## src/rtl/psum_writeback_pkg.sv

```systemverilog
// Pipeline-wide constants for the SpMV accumulator back end: ALU lane geometry,
// output width, saturation limits and small helpers shared by the writeback slice.
package psum_writeback_pkg;

  localparam int unsigned ALU_K      = 4;
  localparam int unsigned ALU_IN_W   = 28;
  localparam int unsigned PSUM_OUT_W = 16;
  localparam int unsigned LANE_CNT_W = 3;

  localparam logic signed [PSUM_OUT_W-1:0] SAT_MAX = {1'b0, {(PSUM_OUT_W-1){1'b1}}};
  localparam logic signed [PSUM_OUT_W-1:0] SAT_MIN = {1'b1, {(PSUM_OUT_W-1){1'b0}}};

  // Occupancy classes of the lane buffer; NOFIT means a full beat no longer fits.
  typedef enum logic [1:0] {
    FillEmpty,
    FillPartial,
    FillNofit
  } fill_e;

  function automatic fill_e fill_state(int unsigned count, int unsigned depth, int unsigned k);
    fill_e st;
    if (count == 0) begin
      st = FillEmpty;
    end else if ((depth - count) < k) begin
      st = FillNofit;
    end else begin
      st = FillPartial;
    end
    return st;
  endfunction

  function automatic logic [LANE_CNT_W-1:0] clamp_lanes(logic [LANE_CNT_W-1:0] cnt,
                                                        int unsigned k);
    return (32'(cnt) > k) ? LANE_CNT_W'(k) : cnt;
  endfunction

endpackage

```

## src/rtl/psum_writeback_if.sv

```systemverilog
// Beat-in / sum-out stream bundle of the partial-sum writeback stage, plus its status flags.
interface psum_writeback_if import psum_writeback_pkg::*; #(
  parameter int unsigned K     = ALU_K,
  parameter int unsigned IN_W  = ALU_IN_W,
  parameter int unsigned OUT_W = PSUM_OUT_W,
  parameter int unsigned ROW_W = 6
);

  logic                  in_valid;
  logic                  in_ready;
  logic [IN_W*K-1:0]     in_data;
  logic [LANE_CNT_W-1:0] in_count;

  logic                  out_valid;
  logic                  out_ready;
  logic [OUT_W-1:0]      out_data;
  logic [ROW_W-1:0]      out_row;
  logic                  out_last;
  logic                  sat_flag;

  logic                  done;
  logic                  overflow_err;

  // Environment side: ALU producer and host consumer.
  modport master (
    output in_valid, in_data, in_count, out_ready,
    input  in_ready, out_valid, out_data, out_row, out_last, sat_flag, done, overflow_err
  );

  // Writeback stage side.
  modport slave (
    input  in_valid, in_data, in_count, out_ready,
    output in_ready, out_valid, out_data, out_row, out_last, sat_flag, done, overflow_err
  );

endinterface

```

## src/rtl/psum_mpush_fifo.sv

```systemverilog
// Circular buffer that stores up to K lanes per cycle and releases one entry per cycle.
// Lane 0 of push_data sits in the MSBs and lands at the lowest write address.
module psum_mpush_fifo import psum_writeback_pkg::*; #(
  parameter int unsigned K     = ALU_K,
  parameter int unsigned W     = ALU_IN_W,
  parameter int unsigned DEPTH = 16,
  localparam int unsigned PtrW = $clog2(DEPTH),
  localparam int unsigned CntW = $clog2(DEPTH + 1)
) (
  input  logic                  clk,
  input  logic                  rst,
  input  logic                  push,
  input  logic [LANE_CNT_W-1:0] push_n,
  input  logic [W*K-1:0]        push_data,
  input  logic                  pop,
  output logic [W-1:0]          head,
  output logic [CntW-1:0]       count
);

  logic [W-1:0]          mem [DEPTH];
  logic [PtrW-1:0]       wr_ptr_q, wr_ptr_d;
  logic [PtrW-1:0]       rd_ptr_q, rd_ptr_d;
  logic [CntW-1:0]       count_q, count_d;
  logic [LANE_CNT_W-1:0] n_eff;

  always_comb begin
    n_eff    = push ? push_n : '0;
    wr_ptr_d = wr_ptr_q + PtrW'(n_eff);
    rd_ptr_d = rd_ptr_q + PtrW'(pop);
    count_d  = count_q + CntW'(n_eff) - CntW'(pop);
  end

  always_ff @(posedge clk) begin
    if (!rst) begin
      wr_ptr_q <= '0;
      rd_ptr_q <= '0;
      count_q  <= '0;
    end else begin
      wr_ptr_q <= wr_ptr_d;
      rd_ptr_q <= rd_ptr_d;
      count_q  <= count_d;
    end
  end

  // Storage is left unreset; pointer arithmetic wraps naturally since DEPTH is a power of 2.
  always_ff @(posedge clk) begin
    for (int unsigned i = 0; i < K; i++) begin
      if (i < 32'(n_eff)) begin
        mem[wr_ptr_q + PtrW'(i)] <= push_data[W*(K-1-i) +: W];
      end
    end
  end

  assign head  = mem[rd_ptr_q];
  assign count = count_q;

endmodule

```

## src/rtl/psum_writeback.sv

```systemverilog
// Partial-sum writeback: buffers valid ALU lanes, drains one sum per cycle saturated to
// OUT_W bits, tags each with its row index and pulses done after the final row.
module psum_writeback import psum_writeback_pkg::*; #(
  parameter int unsigned K        = ALU_K,
  parameter int unsigned IN_W     = ALU_IN_W,
  parameter int unsigned OUT_W    = PSUM_OUT_W,
  parameter int unsigned DEPTH    = 16,
  parameter int unsigned NUM_ROWS = 64,
  parameter int unsigned ROW_W    = 6
) (
  input  logic           clk,
  input  logic           rst,
  psum_writeback_if.slave bus
);

  localparam int unsigned CntW = $clog2(DEPTH + 1);
  localparam logic signed [IN_W-1:0] HiLim =
    {{(IN_W-PSUM_OUT_W){SAT_MAX[PSUM_OUT_W-1]}}, SAT_MAX};
  localparam logic signed [IN_W-1:0] LoLim =
    {{(IN_W-PSUM_OUT_W){SAT_MIN[PSUM_OUT_W-1]}}, SAT_MIN};
  localparam logic [ROW_W-1:0] LastRow = ROW_W'(NUM_ROWS - 1);

  logic [CntW-1:0]        count;
  logic signed [IN_W-1:0] head;
  fill_e                  fill;
  logic [LANE_CNT_W-1:0]  n_lanes;
  logic                   lanes_over;
  logic                   push;
  logic                   beat_drop;
  logic                   out_valid;
  logic                   pop;
  logic [OUT_W-1:0]       sat_val;
  logic                   clip;

  logic [ROW_W-1:0]       row_q, row_d;
  logic                   done_q, done_d;
  logic                   err_q, err_d;

  // Readiness uses the registered count only, so a same-cycle pop never opens the gate.
  always_comb begin
    fill       = fill_state(32'(count), DEPTH, K);
    n_lanes    = clamp_lanes(bus.in_count, K);
    lanes_over = 32'(bus.in_count) > K;
    push       = bus.in_valid && (fill != FillNofit);
    beat_drop  = bus.in_valid && (fill == FillNofit);
    out_valid  = (fill != FillEmpty);
    pop        = out_valid && bus.out_ready;
  end

  psum_mpush_fifo #(
    .K    (K),
    .W    (IN_W),
    .DEPTH(DEPTH)
  ) u_fifo (
    .clk      (clk),
    .rst      (rst),
    .push     (push),
    .push_n   (n_lanes),
    .push_data(bus.in_data),
    .pop      (pop),
    .head     (head),
    .count    (count)
  );

  always_comb begin
    sat_val = head[OUT_W-1:0];
    clip    = 1'b0;
    if (head > HiLim) begin
      sat_val = OUT_W'(SAT_MAX);
      clip    = 1'b1;
    end else if (head < LoLim) begin
      sat_val = OUT_W'(SAT_MIN);
      clip    = 1'b1;
    end
  end

  always_comb begin
    row_d  = row_q;
    done_d = 1'b0;
    err_d  = err_q | beat_drop | (push & lanes_over);
    if (pop) begin
      if (row_q == LastRow) begin
        row_d  = '0;
        done_d = 1'b1;
      end else begin
        row_d = row_q + 1'b1;
      end
    end
  end

  always_ff @(posedge clk) begin
    if (!rst) begin
      row_q  <= '0;
      done_q <= 1'b0;
      err_q  <= 1'b0;
    end else begin
      row_q  <= row_d;
      done_q <= done_d;
      err_q  <= err_d;
    end
  end

  assign bus.in_ready     = (fill != FillNofit);
  assign bus.out_valid    = out_valid;
  assign bus.out_data     = out_valid ? sat_val : '0;
  assign bus.sat_flag     = out_valid & clip;
  assign bus.out_row      = row_q;
  assign bus.out_last     = out_valid && (row_q == LastRow);
  assign bus.done         = done_q;
  assign bus.overflow_err = err_q;

endmodule

```

## src/flat_wrapper.sv

```systemverilog
// flat-port wrapper written by rule: the top's interface ports become plain ports
module psum_writeback_flat import psum_writeback_pkg::*;
#(
  parameter int unsigned K        = ALU_K,
  parameter int unsigned IN_W     = ALU_IN_W,
  parameter int unsigned OUT_W    = PSUM_OUT_W,
  parameter int unsigned DEPTH    = 16,
  parameter int unsigned NUM_ROWS = 64,
  parameter int unsigned ROW_W    = 6
)
  (clk, rst, bus_in_valid, bus_in_data, bus_in_count, bus_out_ready, bus_in_ready, bus_out_valid, bus_out_data, bus_out_row, bus_out_last, bus_sat_flag, bus_done, bus_overflow_err);
  psum_writeback_if #(.K(K), .IN_W(IN_W), .OUT_W(OUT_W), .ROW_W(ROW_W)) bus_i ();
  input  logic clk;
  input  logic rst;
  input wire logic [$bits(bus_i.in_valid)-1:0] bus_in_valid;
  input wire logic [$bits(bus_i.in_data)-1:0] bus_in_data;
  input wire logic [$bits(bus_i.in_count)-1:0] bus_in_count;
  input wire logic [$bits(bus_i.out_ready)-1:0] bus_out_ready;
  output wire logic [$bits(bus_i.in_ready)-1:0] bus_in_ready;
  output wire logic [$bits(bus_i.out_valid)-1:0] bus_out_valid;
  output wire logic [$bits(bus_i.out_data)-1:0] bus_out_data;
  output wire logic [$bits(bus_i.out_row)-1:0] bus_out_row;
  output wire logic [$bits(bus_i.out_last)-1:0] bus_out_last;
  output wire logic [$bits(bus_i.sat_flag)-1:0] bus_sat_flag;
  output wire logic [$bits(bus_i.done)-1:0] bus_done;
  output wire logic [$bits(bus_i.overflow_err)-1:0] bus_overflow_err;
  assign bus_i.in_valid = bus_in_valid;
  assign bus_i.in_data = bus_in_data;
  assign bus_i.in_count = bus_in_count;
  assign bus_i.out_ready = bus_out_ready;
  assign bus_in_ready = bus_i.in_ready;
  assign bus_out_valid = bus_i.out_valid;
  assign bus_out_data = bus_i.out_data;
  assign bus_out_row = bus_i.out_row;
  assign bus_out_last = bus_i.out_last;
  assign bus_sat_flag = bus_i.sat_flag;
  assign bus_done = bus_i.done;
  assign bus_overflow_err = bus_i.overflow_err;
  psum_writeback #(.K(K), .IN_W(IN_W), .OUT_W(OUT_W), .DEPTH(DEPTH), .NUM_ROWS(NUM_ROWS), .ROW_W(ROW_W)) u_core (.clk(clk), .rst(rst), .bus(bus_i));
endmodule
```

## config.mk

```make
export PLATFORM = sky130hd
export DESIGN_NAME = psum_writeback_flat
export DESIGN_NICKNAME = d
export VERILOG_FILES = /design/src/rtl/psum_writeback_pkg.sv /design/src/rtl/psum_writeback_if.sv /design/src/rtl/psum_mpush_fifo.sv /design/src/rtl/psum_writeback.sv /design/src/flat_wrapper.sv
export SDC_FILE = /design/constraint.sdc
export NUM_CORES = 2
export LEC_CHECK = 0
export ABC_AREA = 1
export BUFFER_PORTS_ARGS = -buffer_cell sky130_fd_sc_hd__buf_2
export CORE_UTILIZATION = 40
export CTS_CLUSTER_DIAMETER = 80
export DETAILED_ROUTE_END_ITERATION = 10
export GPL_TIMING_DRIVEN = 0
export SKIP_LAST_GASP = 1
export SLEW_MARGIN = 20
export SYNTH_ARGS = -nofsm -noshare
export SYNTH_HDL_FRONTEND = slang
export SYNTH_SLANG_ARGS = --single-unit
```

## constraint.sdc

```tcl
create_clock -name clk -period 4 [get_ports clk]
set_input_delay 0.8 -clock clk [delete_from_list [all_inputs] [get_ports clk]]
set_output_delay 0.8 -clock clk [all_outputs]
set_load 0.05 [all_outputs]
```

### Word level (Yosys, flattened, before mapping)

Memory sizes are Yosys's and may differ from the RTL's. A register that Yosys moved wholly into a read port is not among the register bits.
Cells that the tools add are included.

* bits in registers: 21
* memory bits (writable): 448
* bits of input ports: 119
* output and inout bits: 28
* logic and storage cells: 58
* memories: 1

Memory list
* u_core.u_fifo.mem: depth 16, width 28, read ports 1, clocked after memory_dff 1, write ports 4, line psum_mpush_fifo.sv:20 `logic [W-1:0] mem [DEPTH];`

* add/subtract/negate cells: 9
* magnitude comparators: 8
* equal/unequal tests: 3
* muxes and demuxes: 20
* bitwise gates (word level): 4
* reduce and logical (&&, ||, !) cells: 7

Operator list (number)
* 2-to-1 mux 16 bit: 3
* less-than comparator 32 x 3 -> 1 bit (second input constant): 1
* > comparator 28 x 16 -> 1 bit (second input constant): 1
* less-than comparator 28 x 16 -> 1 bit (second input constant): 1
* 2-to-1 mux 1 bit: 11
* adder 4 x 2 -> 4 bit (second input constant): 2
* adder 6 x 1 -> 6 bit (second input constant): 1
* equality test 6 bit (second input constant): 1
* less-than comparator 1 x 3 -> 1 bit (first input constant): 2
* less-than comparator 2 x 3 -> 1 bit (first input constant): 2
* 2-to-1 mux 3 bit: 2
* 2-to-1 mux 6 bit: 1
* subtractor 5 x 5 -> 6 bit (first input constant): 1
* adder 5 x 3 -> 5 bit: 1
* zero test 5 bit: 1
* subtractor 5 x 1 -> 5 bit: 1
* adder 4 x 1 -> 4 bit: 1
* adder 4 x 1 -> 4 bit (second input constant): 1
* adder 4 x 3 -> 4 bit: 1
* logical AND 1 bit: 4
* 2-to-1 mux 2 bit: 2
* 2-to-1 mux 4 bit: 1
* > comparator 3 bit (second input constant): 1
* bitwise AND 1 bit: 2
* 5 further kinds: 6

### Logic depth before layout (Yosys ltp)

* depth in word-level cells: 10
* gate-level depth with buffers: 20
* gate-level depth less buffers: 20

### By module

Synthesis repeated with hierarchy kept, for this count alone.

* cell total of the unflattened synthesis: 5927
* area, all modules: 38285.5 um^2

By module, submodules not included
* psum_mpush_fifo: instances 1, cells each 5801, area an instance 37496.0 um^2
* psum_writeback: instances 1, cells each 126, area an instance 789.5 um^2

### Least setup slack after synthesis

No wires, ideal clock.

* path type: register to register
* start point: register u_core.u_fifo.count_q[0], in the netlist u_core.u_fifo.count[0]
* end point: memory u_core.u_fifo.mem[4][0] in the netlist's numbering (enable)
* arrival: 2889 ps
* path slack: 527 ps
* stages on the path, launching flop included: 16
* path buffers: 3
* cell sequence: dfxtp_1 > inv_1 > nand2_2 > nor2_4 > nand2_2 > inv_1 > ha_1 > a21oi_2 > nand3_2 > nand3_4 > nand2_2 > buf_6 > nand2_2 > buf_4 > buf_2 > nand4_1

RTL lines
* start: declaration: line psum_mpush_fifo.sv:23 `logic [CntW-1:0] count_q, count_d;`
* start signal: assignment: line psum_mpush_fifo.sv:41 `count_q <= count_d;`
* end: declaration: line psum_mpush_fifo.sv:20

==> metrics <==
Leak=between 15 and 20 nW; post-synthesis cell count=around 5200; gpl congestion=between 1 and 1.5; Pins Over Slew Limit=0; CTS H-tree lvls=2; largest net degree at the start of global routing=24; area of the multi-input gates=~18000 um2; Initial Utilization=approximately two fifths; sequential element share of the synthesized area=39.4%; worst vdd ir=0.680 mV; Synth Cell Area=35200 um2; nets@finish=around 5600; WL/cell=approximately 31 um; clock latency on the worst-skew pair=0.68 ns; syn_nets=5382; worst hold slack=roughly 0.43 ns; First DRT Iteration DRCs=7909; metal1 wirelength=between 70 and 80 mm; final core utilization=between 40% and 50%; Via Count=between 40000 and 50000; Cells after DPL=about 6500; Setup TNS=-13.33 ns; Clock Path Buffers=3; r2r startpoint=u_core.u_fifo.count[0]; top cells by area in the synthesized netlist=edfxtp_1, nand2_1, nor2_1; largest stage delay on the critical path=0.57 ns; Final period util=106%; register bit total from synthesis=approximately 470; register area=between 10000 and 15000 um2; worst-margin pin slew=1.12 ns; Min-Delay Path Class=in2reg; Tot GR Track Use=43.8%; gr ovfl total=0; Pwr Total=24.1 mW; critical path's slowest cell=nor2_1; Pwr per Cell Area=583 nW/um2; met2 wire length=81.6 mm; clock skew=approximately 0.025 ns; vias in the first global route=about 36000; R2R depth=17; Mean Syn Cell Area=approximately 6.7 um2; relative slew slack=25.2%; Setup WS pre-CTS=-0.964 ns; Detail Placement HPWL=between 150 and 200 mm; chip height=299 um; hold buffer count at cts=0; CTS tree=done; CP delay by family, top=simple AND/OR/NAND/NOR gates; CP max FO=14; die area=between 80000 and 90000 um2; Worst setup SP type=register; ys async rst share=0%; WP depth=17; Synth area leader=edfxtp_1; Seq pwr share=27.0%; final WL=205 mm; Int Pwr=12.9 mW; failing checks=setup timing; # port buffers=73; IO Count=147; Post-synth EDFFs=around 450; # fillers=around 9000; Die X=299 um; count of final setup violators=125; Tmin final=around 4.2 ns; combinational share of power=between 40% and 50%; Syn-to-layout area delta=17.5%; CP bufs+invs=6; # DRC=0; unrepaired setup endpoints after global routing=true; r2r endpoint=u_core.u_fifo.mem[9][2]; first-pass GRT wire length=between 200 and 300 mm; Synth cell types=~40; Critical Path RT=around 4.4 ns; max cap viols=0; P_sw=between 10 and 15 mW; placed inst area=37500 um2; crit-path cells=inv_1, nand2_2, nor2_4, nand2_2, inv_1, ha_1, nand3_2, nand2_1, a21oi_4, buf_4, buf_4, nor2_1, nor2_1, nand2_1, nand3b_1, buf_6, buf_6; std cell rows=~110; FMAX=roughly 240 MHz; Core Box Area=about 87000 um2; vias per cell=6.33; DR top layer=met5; CTS clock-pin slew for the worst setup and hold paths=approximately 0.060 ns; CP Launch Point=u_core.u_fifo.count[0]; ys flop type=edfxtp_1; endpoints failing hold=0; YS warnings=0; cts bufs inserted=59; Post-DRT Antenna Nets=0; Worst setup EP type=register; fin area=a little over 40000 um2; flop-to-flop setup slack=-0.24 ns; status=complete, but fails checks; Critical Setup Path Class=reg2reg; Pre-Repair DR Iteration Count=9; met3 wire length=roughly 35 mm; CP endpoint=u_core.u_fifo.mem[9][2]; clk sinks=roughly 470; Critical Path AT=around 4.6 ns; Clock Power Share=between 20% and 30%; post-synth top area share=approximately two fifths; initial antenna violation count=6; fraction of layout cells with a size suffix above 1=a little over an eighth; sw frac=46.6%; final worst slack=-0.242 ns; root buf cell=clkbuf_16; Post-Layout Cell Count=~6600
## tightest hold or removal path, stage by stage
cell and delay [ns]:
buf_2 0.09, a21oi_1 0.08, nand2_1 0.06, inv_1 0.03
## registers in the layout, summed over array words and instances, names as in the netlist
| register | cells |
|---|---|
| u_core.bus.done | 1 |
| u_core.u_fifo.wr_ptr_q | 4 |
| u_core.bus.out_row | 6 |
| u_core.bus.overflow_err | 1 |
| u_core.u_fifo.mem | 448 |
| u_core.u_fifo.rd_ptr_q | 4 |
| u_core.u_fifo.count | 5 |
## cell usage in the layout (no fill, tap or decap), types with 23 or more instances in the layout
cell,instances
buf_2,197
nand3_2,28
inv_1,226
o221ai_1,23
nor2_1,977
o22ai_1,389
buf_6,54
clkbuf_16,70
nand3_1,682
buf_1,42
clkbuf_1,226
o21ai_0,153
edfxtp_1,448
nand2_1,1457
clkbuf_2,28
buf_4,108
nand2_2,48
o211ai_1,23
## timing repair
action	4_1_cts	5_1_grt
setup buffers	4	14
endpoints found under the setup margin	83	120
resized for setup	262	194
gates cloned	3	9
pin swaps	9	49
## Yosys cell counts (4+ instances only)
library cell  instances
edfxtp_1            448
nor3_1                6
dfxtp_1              21
o221ai_1             41
nand2_2              12
clkinv_1              4
or2_2                10
a21oi_1              17
clkbuf_1            275
o211ai_1             23
nand4_1               6
nand3b_1              8
nand3_1             717
nand2_1            1501
buf_1                49
o22ai_1             395
buf_4                93
inv_2                15
nor2_2                5
buf_2               154
buf_6                 8
inv_1               227
o21ai_0             170
ha_1                 18
nor2_1              994
## logic make-up (layout without fill, tap and decap cells)
family | count (synthesis) | count (layout) | share of synthesized area [%]
xor gates and xnor gates | 5 | 5 | 0.124
and+or+nand+nor | 3271 | 3271 | 37.9
buffers and inverters | 825 | 1068 | 10.5
other | 0 | 1 | 0
adders and majority gates | 20 | 20 | 0.753
AOI/OAI and AO/OA | 653 | 653 | 11.3
DFF | 469 | 469 | 39.4
## per-layer routing
| layer | vias up | track usage [%] |
|---|---|---|
| met5 | - | 0 |
| met4 | 14 | 18.3 |
| met3 | 600 | 16.7 |
| met2 | 3666 | 61.5 |
| met1 | 19929 | 59.7 |
| li1 | 17815 | - |
## cell type report
class | count | share of cell area, %
sequential | 469 | 33.5
buffer | 579 | 8.01
tap | 1155 | 3.49
inverter | 246 | 2.30
timing repair buffer | 133 | 3.18
clock buffer | 68 | 3.75
multi-input combinational | 3949 | 44.6
antenna | 1 | 0.00604
clock inverter | 42 | 1.12
## power by group through the flow
stage	clock network (mW)	registers (mW)	logic, mW
after CTS	5.77	6.48	10.2
after floorplan	0	6.47	5.37
after global placement	0	6.61	9.16
after detailed placement	0	6.57	9.35
after global routing	5.94	6.54	12.0
final	5.83	6.52	11.8
## worst min-delay path by stage
stage                              startpoint                         to  slack, ns  cells after the start
detailed placement    u_core.bus.overflow_err    u_core.bus.overflow_err       0.47                      2
global placement      u_core.bus.overflow_err    u_core.bus.overflow_err       0.45                      2
floorplan           u_core.u_fifo.rd_ptr_q[1]  u_core.u_fifo.rd_ptr_q[1]       0.53                      3
global route                     bus_in_valid    u_core.bus.overflow_err       0.48                      3
CTS                             bus_out_ready      u_core.bus.out_row[3]       0.42                      4
finish                          bus_out_ready      u_core.bus.out_row[3]       0.43                      4
No activity file was read; power rests on OpenSTA's default activity.
